===== src/rtl/mmio_port_controller_pkg.sv =====
// Shared constants for the MMIO port controller: register word offsets,
// CTRL/STAT bit positions and the CMP reset value.
package mmio_port_controller_pkg;

  localparam logic [2:0] OFF_OUT  = 3'd0;
  localparam logic [2:0] OFF_IN   = 3'd1;
  localparam logic [2:0] OFF_STAT = 3'd2;
  localparam logic [2:0] OFF_CTRL = 3'd3;
  localparam logic [2:0] OFF_CMP  = 3'd4;
  localparam logic [2:0] OFF_CNT  = 3'd5;

  localparam int CTRL_TEN      = 0;
  localparam int CTRL_AUTO     = 1;
  localparam int CTRL_IEN_EDGE = 2;
  localparam int CTRL_IEN_TMR  = 3;

  localparam int STAT_TMR = 16;

  localparam logic [31:0] CMP_RST = 32'hFFFF_FFFF;

endpackage


===== src/rtl/mmio_timer.sv =====
// Compare/match timer: CNT, CMP and TEN with CPU write overrides.
// match pulses when enabled and CNT==CMP (pre-write value).
module mmio_timer
  import mmio_port_controller_pkg::*;
(
  input  logic        clk,
  input  logic        reset,
  input  logic [31:0] wdata,
  input  logic        cnt_we,
  input  logic        cmp_we,
  input  logic        ctrl_we,
  input  logic        auto_en,
  output logic [31:0] cnt,
  output logic [31:0] cmp,
  output logic        ten,
  output logic        match
);

  logic [31:0] cnt_q, cnt_d;
  logic [31:0] cmp_q, cmp_d;
  logic        ten_q, ten_d;

  always_comb begin
    cnt_d = cnt_q;
    cmp_d = cmp_q;
    ten_d = ten_q;
    match = ten_q && (cnt_q == cmp_q);
    if (ten_q) begin
      if (match) begin
        if (auto_en) cnt_d = 32'd0;
        else         ten_d = 1'b0;
      end else begin
        cnt_d = cnt_q + 32'd1;
      end
    end
    // CPU writes win over the hardware update
    if (cnt_we)  cnt_d = wdata;
    if (cmp_we)  cmp_d = wdata;
    if (ctrl_we) ten_d = wdata[CTRL_TEN];
  end

  always_ff @(posedge clk) begin
    if (reset) begin
      cnt_q <= 32'd0;
      cmp_q <= CMP_RST;
      ten_q <= 1'b0;
    end else begin
      cnt_q <= cnt_d;
      cmp_q <= cmp_d;
      ten_q <= ten_d;
    end
  end

  assign cnt = cnt_q;
  assign cmp = cmp_q;
  assign ten = ten_q;

endmodule


===== src/rtl/mmio_port_controller.sv =====
// MEM-stage MMIO block: address decode, output port, synchronized input
// with edge flags, W1C status, control and the match timer.
module mmio_port_controller
  import mmio_port_controller_pkg::*;
#(
  parameter logic [31:0] IO_BASE  = 32'hFFFF_0000,
  parameter int          IN_WIDTH = 8
) (
  input  logic                clk,
  input  logic                reset,
  input  logic [31:0]         Address,
  input  logic [31:0]         WriteData,
  input  logic                MemWrite,
  input  logic                MemRead,
  input  logic [IN_WIDTH-1:0] PortIn,
  output logic [31:0]         ReadData,
  output logic                IOSel,
  output logic [31:0]         PortOut,
  output logic                Irq
);

  logic [2:0]          sel;
  logic                wr;
  logic [31:0]         w1c_mask;
  logic [IN_WIDTH-1:0] s1_q, s2_q, s3_q;
  logic [IN_WIDTH-1:0] edge_q, edge_d, rise;
  logic                tmr_q, tmr_d;
  logic [31:0]         out_q, out_d;
  logic                auto_q, auto_d;
  logic                ien_edge_q, ien_edge_d;
  logic                ien_tmr_q, ien_tmr_d;
  logic                irq_q, irq_d;
  logic [31:0]         in_word, stat_word, ctrl_word;
  logic [31:0]         cnt, cmp;
  logic                ten, match;
  logic                unused_addr;

  assign unused_addr = ^Address[1:0];
  assign sel   = Address[4:2];
  assign IOSel = (Address[31:5] == IO_BASE[31:5]) && (sel <= OFF_CNT);
  assign wr    = MemWrite & IOSel;
  assign rise  = s2_q & ~s3_q;

  mmio_timer u_timer (
    .clk     (clk),
    .reset   (reset),
    .wdata   (WriteData),
    .cnt_we  (wr && sel == OFF_CNT),
    .cmp_we  (wr && sel == OFF_CMP),
    .ctrl_we (wr && sel == OFF_CTRL),
    .auto_en (auto_q),
    .cnt     (cnt),
    .cmp     (cmp),
    .ten     (ten),
    .match   (match)
  );

  always_comb begin
    in_word   = '0;
    stat_word = '0;
    ctrl_word = '0;
    in_word[IN_WIDTH-1:0]   = s2_q;
    stat_word[IN_WIDTH-1:0] = edge_q;
    stat_word[STAT_TMR]     = stat_word[STAT_TMR] | tmr_q;
    ctrl_word[CTRL_TEN]      = ten;
    ctrl_word[CTRL_AUTO]     = auto_q;
    ctrl_word[CTRL_IEN_EDGE] = ien_edge_q;
    ctrl_word[CTRL_IEN_TMR]  = ien_tmr_q;
  end

  always_comb begin
    out_d      = out_q;
    auto_d     = auto_q;
    ien_edge_d = ien_edge_q;
    ien_tmr_d  = ien_tmr_q;
    w1c_mask   = '0;
    if (wr) begin
      unique case (sel)
        OFF_OUT:  out_d = WriteData;
        OFF_STAT: w1c_mask = WriteData;
        OFF_CTRL: begin
          auto_d     = WriteData[CTRL_AUTO];
          ien_edge_d = WriteData[CTRL_IEN_EDGE];
          ien_tmr_d  = WriteData[CTRL_IEN_TMR];
        end
        default: ;
      endcase
    end
    // new events win over a same-cycle clear
    edge_d = (edge_q & ~w1c_mask[IN_WIDTH-1:0]) | rise;
    tmr_d  = (tmr_q & ~w1c_mask[STAT_TMR]) | match;
    irq_d  = ((|edge_q) & ien_edge_q) | (tmr_q & ien_tmr_q);
  end

  always_comb begin
    ReadData = 32'h0;
    if (IOSel && MemRead) begin
      unique case (sel)
        OFF_OUT:  ReadData = out_q;
        OFF_IN:   ReadData = in_word;
        OFF_STAT: ReadData = stat_word;
        OFF_CTRL: ReadData = ctrl_word;
        OFF_CMP:  ReadData = cmp;
        OFF_CNT:  ReadData = cnt;
        default:  ReadData = 32'h0;
      endcase
    end
  end

  always_ff @(posedge clk) begin
    if (reset) begin
      s1_q       <= '0;
      s2_q       <= '0;
      s3_q       <= '0;
      edge_q     <= '0;
      tmr_q      <= 1'b0;
      out_q      <= 32'h0;
      auto_q     <= 1'b0;
      ien_edge_q <= 1'b0;
      ien_tmr_q  <= 1'b0;
      irq_q      <= 1'b0;
    end else begin
      s1_q       <= PortIn;
      s2_q       <= s1_q;
      s3_q       <= s2_q;
      edge_q     <= edge_d;
      tmr_q      <= tmr_d;
      out_q      <= out_d;
      auto_q     <= auto_d;
      ien_edge_q <= ien_edge_d;
      ien_tmr_q  <= ien_tmr_d;
      irq_q      <= irq_d;
    end
  end

  assign PortOut = out_q;
  assign Irq     = irq_q;

endmodule


===== config.mk =====
export PLATFORM = sky130hd
export DESIGN_NAME = mmio_port_controller
export DESIGN_NICKNAME = d
export VERILOG_FILES = /design/src/rtl/mmio_port_controller_pkg.sv /design/src/rtl/mmio_timer.sv /design/src/rtl/mmio_port_controller.sv
export SDC_FILE = /design/constraint.sdc
export NUM_CORES = 1
export LEC_CHECK = 0
export BUFFER_PORTS_ARGS = -buffer_cell sky130_fd_sc_hd__buf_4
export CAP_MARGIN = 25
export CORE_MARGIN = 2
export CORE_UTILIZATION = 55
export DETAILED_ROUTE_END_ITERATION = 10
export GPL_ROUTABILITY_DRIVEN = 0
export HOLD_SLACK_MARGIN = 0.15
export PLACE_DENSITY = 0.8
export SETUP_SLACK_MARGIN = 0.15
export SYNTH_ARGS = -nofsm -noshare
export SYNTH_HDL_FRONTEND = slang
export SYNTH_SLANG_ARGS = --single-unit
export TNS_END_PERCENT = 1

===== constraint.sdc =====
create_clock -name clk -period 3.4 [get_ports clk]
set_clock_uncertainty 0.15 [all_clocks]
set_input_delay 0.17 -clock clk [delete_from_list [all_inputs] [get_ports clk]]
set_output_delay 0.17 -clock clk [all_outputs]
set_load 0.03 [all_outputs]

==> out/qor.txt, run 1 <==
status = finished clean
core box area = 12470 µm²
Die Wd = 116.5 µm
ratio of cells with drive above 1 in the final layout = 0.2216
diode count = 0
initial antenna violation count = 0
leakage = 3.731 nW
synthesized flop and latch total = 134
CP Class = in2reg
DRT Wirelength = 22200 µm
CP Capture Type = flop
hpwl dp = 14770 µm
Worst EP required = 3.55 ns
vias per inst = 5.963
drt pass-1 iters = 8
ANT nets after route = 0
most frequent cells in the layout = 173 x nand2_1, 165 x buf_4, 134 x dfxtp_1
DRC viols = 0
CP Cell Sequence = dlygate4sd3_1 -> buf_4 -> nor4_1 -> dlygate4sd3_1 -> nand4_1 -> dlygate4sd3_1 -> nor2_1 -> nand3_1 -> mux2i_1 -> nor2_1
max capacitance violation total = 0
number of global-route vias before repair = 6874
Root Buffer = clkbuf_16
Worst VDD drop = 453.8 µV
most common cell after layout, fill and taps aside = nand2_1
DR vias = 7376
Avg Cell Area, Syn = 7.825 µm²
GRT Total Usage = 0.3360
sequential share of the synthesized area = 0.3856
die area = 13560 µm²
hold crit path type = in2reg
WL/cell = 17.94 µm
Total Power = 0.003751 W
M3 GR Usage = 0.06642
total gr overflow = 0
post-synthesis net count = 966
Pwr Density = 408.1 nW/µm²
fillers = 933
Starting Density = 0.5581
CTS tree = yes
Synth Cell Area = 6957 µm²
clock slew at reported path FFs = 0.06 ns
Yosys cell types = 55
clk_lat worst skew = 0.43 ns
CTS H-tree depth = 4
final hold vios = 0
Num Clock Sinks = 134
Longest Clk Path Bufs = 2
Layout Nets = 1129
# rows = 41
largest net degree at the start of global routing = 62
die height = 116.5 µm
dominant synthesized flop cell = dfxtp_1
WP data arrival = 3.15 ns
period utilization = 0.8824
most frequent CP cell = dlygate4sd3_1
Synth Instances = 889
minimum clock period after layout = 3.000 ns
RSZ-0062 raised after global routing = no
Slew headroom = 0.4496
Slew Viols, Final = 0
FFs w/ async S/R, synth = 0
Area growth syn-to-layout = 32.14%
number of synthesized flops with an enable pin = 0
worst-margin pin slew = 0.8256 ns
GRT Max-Usage Layer = met2
fmax = 333.3 MHz
met1 usage = 0.4378
yosys warns = 0
Crit Path Max Fanout = 4
CTS Buf Count = 17
CP max stage delay = 0.59 ns
Slowest-stage cell, CP = dlygate4sd3_1
crit path launch type = input port
first-pass GRT wire length = 35170 µm
post-CTS setup buffer count = 0
PortBufs = 139
setup violators final = 0
Ports = 142
met2 Use GR = 0.5391
Setup TNS Final = 0 ns
initial drt markers = 770
critical path, delay by kind of cell:
family / cells / cell delay, ns
multiplexers: 1 / 0.26
buffers and inverters: 4 / 1.84
AND/OR/NAND/NOR: 5 / 0.86
metrics by stage:
step / area (µm²) / util / worst slack (ns) / hold slack [ns] / instances
after floorplan: 6957 / - / 0.4561 / 0.1286 / 889
after global placement: 8147 / 0.6535 / 0.5862 / 0.2294 / 1160
after detailed placement: 8147 / 0.6535 / 0.5526 / 0.2373 / 1160
after CTS: 9190 / 0.7372 / 0.3363 / 0.2116 / 1237
after global routing: 9193 / 0.7374 / 0.1792 / 0.2771 / 1237
final: 9193 / 0.7374 / 0.3997 / 0.2357 / 1237
area by class of cell:
type | instances | area, µm² | area share
Timing Repair Buffer | 210 | 1689 | 0.1837
Sequential cell | 134 | 2683 | 0.2918
Clock inverter | 15 | 167.7 | 0.01824
Multi-Input combinational cell | 686 | 4001 | 0.4353
Clock buffer | 17 | 425.4 | 0.04628
Inverter | 3 | 11.26 | 0.001225
Tap cell | 172 | 215.2 | 0.02341
synth_stat cells (4+ instances only):
library cell	n	area, µm²
or3_1	5	31.28
nor4_1	21	131.4
buf_2	6	30.03
a31oi_1	4	25.02
a22oi_1	36	270.3
nor2_1	74	277.8
nand4_1	13	81.33
or4_1	6	45.04
xor2_1	34	297.8
mux2i_1	10	100.1
nor2b_1	39	244.0
nor3_1	12	60.06
and4_1	4	35.03
buf_1	9	33.78
o21ai_0	20	100.1
dfxtp_1	134	2683
o311ai_0	4	35.03
a221oi_1	5	43.79
nand3_1	65	325.3
clkbuf_1	48	180.2
o211ai_1	5	37.54
mux2_2	32	360.4
a211oi_1	7	52.55
nand2_1	173	649.4
nor4b_1	5	43.79
a21oi_1	54	270.3
and3_1	13	81.33
repair_timing:
action,in CTS,in global routing
endpoints found under the setup margin,0,1
endpoints found under the hold margin,117,0
resized for setup,0,1
hold buffers,45,0
metal layers:
metal / routed length (µm) / share of wire / up-vias
met5: 0 / 0 / -
met4: 758 / 0.034 / 0
met3: 1927 / 0.087 / 70
met2: 10450 / 0.47 / 392
met1: 9061 / 0.41 / 3414
li1: - / - / 3500
final timing paths:
path,slack [ns],endpoint,cells after the start,startpoint
max,0.40,ien_edge_q,10,Address[14]
min,0.24,u_timer.cnt[8],6,Address[8]
max reg2reg,0.49,u_timer.cnt[28],7,u_timer.cnt[8]
min reg2reg,0.29,s2_q[4],1,s1_q[4]
where the power goes:
part / internal (W) / leakage (nW) / switching [W] / total, W
Clock: 0.00105 / 0.296 / 0.000816 / 0.00187
Combinational: 0.000147 / 2.35 / 0.000140 / 0.000287
Sequential: 0.00159 / 1.09 / 0.00000911 / 0.00159
kinds of logic (layout without fill, tap and decap cells):
kind of cell | Yosys count | after routing | share of synthesized area
mux | 42 | 42 | 0.06619
simple gates | 450 | 450 | 0.3117
xor+xnor | 35 | 35 | 0.04407
fa+ha+maj | 1 | 1 | 0.001798
buf+inv | 69 | 245 | 0.04155
compound gates | 158 | 158 | 0.1491
flops | 134 | 134 | 0.3856
state kept, by name (all words and copies together), names as in the netlist, 8 cells and up:
| signal | count |
|---|---|
| PortOut | 32 |
| edge_q | 8 |
| s1_q | 8 |
| s2_q | 8 |
| s3_q | 8 |
| u_timer.cmp | 32 |
| u_timer.cnt | 32 |
(Power assumes the default switching activity.)
==> run 2: changes to the inputs <==
- ABC_AREA: default -> 1
- CAP_MARGIN: 25 -> default
- CORE_UTILIZATION: 55 -> 56
==> out/qor.txt, run 2 <==
status = finished clean
WL/cell = 16.67 µm
Starting Density = 0.5740
PortBufs = 139
hpwl dp = 17500 µm
Synth top cells by count = 367 x nand2_1, 151 x nor2_1, 134 x dfxtp_1
ratio of cells with drive above 1 in the final layout = 0.1537
number of synthesized flops with an enable pin = 0
CTS tree = yes
DR vias = 8815
core box area = 13240 µm²
count leader, synth = nand2_1
diode count = 0
Layout Nets = 1450
dominant synthesized flop cell = dfxtp_1
period utilization = 0.7728
Crit Path Max Fanout = 33
worst-margin pin slew = 0.7762 ns
Worst EP required = 3.61 ns
Area growth syn-to-layout = 29.83%
Die Wd = 120.5 µm
Slew headroom = 0.4818
fillers = 1105
# rows = 42
CP Capture Type = flop
WP data arrival = 2.84 ns
FFs w/ async S/R, synth = 0
Longest Clk Path Bufs = 2
DRC viols = 0
total gr overflow = 0
Total Power = 0.003778 W
clock slew at reported path FFs = 0.07 ns
Avg Cell Area, Syn = 6.297 µm²
area leader, netlist = dfxtp_1
Pwr Density = 382.8 nW/µm²
Ports = 142
DRT Wirelength = 26040 µm
fmax = 380.6 MHz
FF/Latch Area = 2683 µm²
max capacitance violation total = 0
post-synthesis net count = 1284
sequential share of the synthesized area = 0.3529
WHS = 0.1997 ns
Root Buffer = clkbuf_16
clk_lat worst skew = 0.43 ns
GRT Total Usage = 0.3658
synthesized flop and latch total = 134
largest net degree at the start of global routing = 58
most common cell after layout, fill and taps aside = nand2_1
Synth Cell Area = 7601 µm²
Num Clock Sinks = 134
initial antenna violation count = 0
die height = 120.5 µm
yosys warns = 0
most frequent cells in the layout = 366 x nand2_1, 155 x buf_4, 151 x nor2_1
RSZ-0062 raised after global routing = no
first-pass GRT wire length = 42070 µm
area of the multi-input gates = 4093 µm²
Slew Viols, Final = 0
initial drt markers = 1190
CTS H-tree depth = 4
drt pass-1 iters = 5
ANT nets after route = 0
number of global-route vias before repair = 8242
vias per inst = 5.643
leakage = 4.921 nW
Yosys cell types = 39
hold crit path type = in2reg
setup violators final = 0
Setup TNS Final = 0 ns
Synth area leaders = dfxtp_1 35%, nand2_1 18%, nor2_1 7.5%, inv_1 6.5%, nand3_1 4.3%
CTS Buf Count = 17
Worst VDD drop = 345.1 µV
minimum clock period after layout = 2.627 ns
share of the synthesized area in the top cell type = 0.3529
die area = 14520 µm²
Synth Instances = 1207
CP Class = reg2reg
final hold vios = 0
crit path launch type = flop
[run 2: cell count changes after synthesis, moves of 18 or more]
| cell | previous run | this run |
|---|---|---|
| a22oi_1 | 36 | 0 |
| nor2b_1 | 39 | 0 |
| nor2_1 | 74 | 151 |
| o21ai_0 | 20 | 51 |
| inv_1 | 2 | 131 |
| nand2_1 | 173 | 367 |
| nor4_1 | 21 | 0 |
| xor2_1 | 34 | 16 |
| mux2_2 | 32 | 0 |
| a31oi_1 | 4 | 26 |
| o211ai_1 | 5 | 32 |
[run 2: routing by layer]
layer / global-route usage / wire length (µm) / part of all wire
met1: 0.5055 / 11150 / 0.43
met2: 0.5484 / 11340 / 0.44
met3: 0.1005 / 2879 / 0.11
met4: 0.1286 / 677 / 0.026
met5: 0 / 0 / 0
[run 2: kinds of logic (layout without fill, tap and decap cells)]
logic type / Yosys count / count (layout) / share of synthesized area
fa+ha+maj: 1 / 1 / 0.001646
xor+xnor: 22 / 22 / 0.02535
simple gates: 645 / 645 / 0.3549
buf+inv: 206 / 385 / 0.1090
compound gates: 199 / 199 / 0.1562
flops: 134 / 134 / 0.3529
[run 2: area by class of cell]
type                       instances  area share
tap                              176     0.02232
timing repair buffer             208      0.1737
clock inverter                    15     0.01864
multi-input combinational        867      0.4147
sequential                       134      0.2718
clock buffer                      17     0.04311
inverter                         145     0.05566
[run 2: where the power goes]
| group | internal, W | switching (W) | total, W |
|---|---|---|---|
| clock network | 0.00111 | 0.000808 | 0.00192 |
| logic | 0.000124 | 0.000136 | 0.000260 |
| registers | 0.00159 | 0.00000985 | 0.00160 |
[run 2: critical path, stage by stage, from the launching register on]
cell and delay, ns:
dfxtp_1 0.52, inv_1 0.12, nand2_1 0.07, nand2_1 0.06, nor2_1 0.09, nand2_1 0.12
nor2_1 0.13, nand2_1 0.08, nor2_1 0.14, nand3_2 0.12, nand2_4 0.36, nand2_4 0.18
clkinv_4 0.25, nor2_1 0.08, nor2_1 0.09
[run 2: what timing repair did]
| action | CTS | global route |
|---|---|---|
| setup buffers | 0 | 0 |
| endpoints found under the hold margin | 126 | 0 |
| hold buffers | 51 | 0 |
| resized for setup | 0 | 0 |
[run 2: final timing paths]
path,from,endpoint,slack [ns],cells past startpoint
worst max-delay path,u_timer.cnt[15],u_timer.cnt[7],0.77,14
worst min register to register,s1_q[5],s2_q[5],0.26,2
worst max register to register,u_timer.cnt[15],u_timer.cnt[7],0.77,14
worst min-delay path,Address[3],PortOut[3],0.20,5
[run 2: through the flow]
stage / instance area [µm²] / setup WS [ns] / util / cells
2_1_floorplan: 7601 / 1.127 / - / 1207
3_3_place_gp: 8748 / 0.9347 / 0.6606 / 1479
3_5_place_dp: 8748 / 0.8976 / 0.6606 / 1479
4_1_cts: 9868 / 0.8239 / 0.7452 / 1562
5_1_grt: 9868 / 0.5767 / 0.7452 / 1562
6_report: 9868 / 0.7726 / 0.7452 / 1562
==> run 3: changes to the inputs <==
- ABC_AREA: 1 -> 0
- CORE_UTILIZATION: 56 -> 55
- clock period: 3.4 -> 2.48 ns (I/O delays scaled with it)
==> out/qor.txt, run 3 (same netlist as run 1, synthesis figures left out) <==
Longest Clk Path Bufs = 2
max capacitance violation total = 0
DR vias = 7785
GRT Max-Usage Layer = met2
diode count = 0
Num Clock Sinks = 134
Layout Nets = 1190
Pwr Density = 508.2 nW/µm²
initial drt markers = 717
crit path launch type = flop
WHS = 0.1968 ns
number of global-route vias before repair = 7471
Worst EP required = 2.64 ns
fmax = 399.8 MHz
M3 GR Usage = 0.06850
total gr overflow = 0
Slew Viols, Final = 0
ANT nets after route = 0
drt pass-1 iters = 5
fin cells = 1297
met1 usage = 0.4312
CP Class = reg2reg
most frequent cells in the layout = 218 x buf_4, 170 x nand2_1, 130 x dfxtp_1
period utilization = 1.009
hold crit path type = in2reg
initial antenna violation count = 0
Ports = 142
# rows = 41
hpwl dp = 15670 µm
core box area = 12470 µm²
DRT Wirelength = 24110 µm
met2 Use GR = 0.6116
CTS tree = yes
Worst VDD drop = 530.0 µV
Setup TNS Final = -0.02142 ns
Die Wd = 116.5 µm
fillers = 817
Placed Instances = 1220
Starting Density = 0.5581
final setup margin = -0.02142 ns
Crit Path Max Fanout = 5
most common cell after layout, fill and taps aside = buf_4
die area = 13560 µm²
CP Capture Type = flop
WL/cell = 18.59 µm
final hold vios = 0
WP data arrival = 2.66 ns
Area growth syn-to-layout = 44.10%
Root Buffer = clkbuf_16
clock slew at reported path FFs = 0.06 ns
largest net degree at the start of global routing = 70
Finished Cell Area = 10020 µm²
DRC viols = 0
Slew headroom = 0.5254
DP Area = 8807 µm²
GRT Total Usage = 0.3577
die height = 116.5 µm
status = complete, but fails checks
RSZ-0062 raised after global routing = yes
PortBufs = 139
worst-margin pin slew = 0.7119 ns
failing checks = negative setup slack
CTS Buf Count = 17
vias per inst = 6.002
CTS H-tree depth = 4
setup violators final = 1
first-pass GRT wire length = 37560 µm
clk_lat worst skew = 0.43 ns
minimum clock period after layout = 2.501 ns
leakage = 4.099 nW
ratio of cells with drive above 1 in the final layout = 0.3120
[run 3: layout make-up]
cell class	count	area (µm²)	area share
multi-input cells	686	4317	0.4306
repair buffers	271	2210	0.2204
clock buffers	22	484.2	0.04830
well taps	172	215.2	0.02147
inverters	3	11.26	0.001123
flip-flops and latches	134	2688	0.2681
clock inverters	9	100.1	0.009985
[run 3: path summary, 6_finish.rpt]
| check | endpoint | startpoint | cells past startpoint | slack (ns) |
|---|---|---|---|---|
| hold reg to reg | s2_q[7] | s1_q[7] | 1 | 0.29 |
| setup reg to reg | u_timer.cnt[5] | u_timer.cmp[10] | 9 | -0.02 |
| hold / removal | u_timer.cnt[8] | MemWrite | 6 | 0.20 |
| setup / recovery | u_timer.cnt[5] | u_timer.cmp[10] | 9 | -0.02 |
[run 3: what timing repair did]
| action | 4_1_cts | 5_1_grt |
|---|---|---|
| cloned | 0 | 1 |
| hold endpoints to repair | 117 | 0 |
| setup buffers | 0 | 3 |
| endpoints found under the setup margin | 50 | 54 |
| hold buffers | 42 | 0 |
| resized for setup | 7 | 37 |
| pin swaps | 3 | 21 |
[run 3: through the flow]
stage | power, W | worst slack, ns | util
5_1_grt | 0.005225 | -0.09775 | 0.8042
4_1_cts | 0.005078 | 0.06437 | 0.7901
3_3_place_gp | 0.002574 | -0.06332 | 0.7065
2_1_floorplan | 0.002400 | 0.07475 | -
3_5_place_dp | 0.002578 | -0.09427 | 0.7065
6_report | 0.005094 | -0.02142 | 0.8042
[run 3: metal layers]
metal	vias up	routed length, µm
li1	3607	-
met1	3673	9398
met2	425	11830
met3	80	1940
met4	0	941
met5	-	0
[run 3: worst max-delay path, cell delays in order (launching register included)]
cell	delay [ns]
dfxtp_1	0.33
xor2_1	0.18
nor4_2	0.39
nand4_1	0.25
o31ai_4	0.44
buf_4	0.18
buf_4	0.09
nor4_1	0.04
a21o_1	0.15
a32o_1	0.19
[run 3: power by group]
group	switching [W]	internal [W]	total, W	leakage (nW)
registers	0.0000128	0.00218	0.00219	1.08
logic	0.000210	0.000206	0.000416	2.73
clock network	0.000921	0.00157	0.00249	0.288
total	0.00114	0.00395	0.00509	4.10
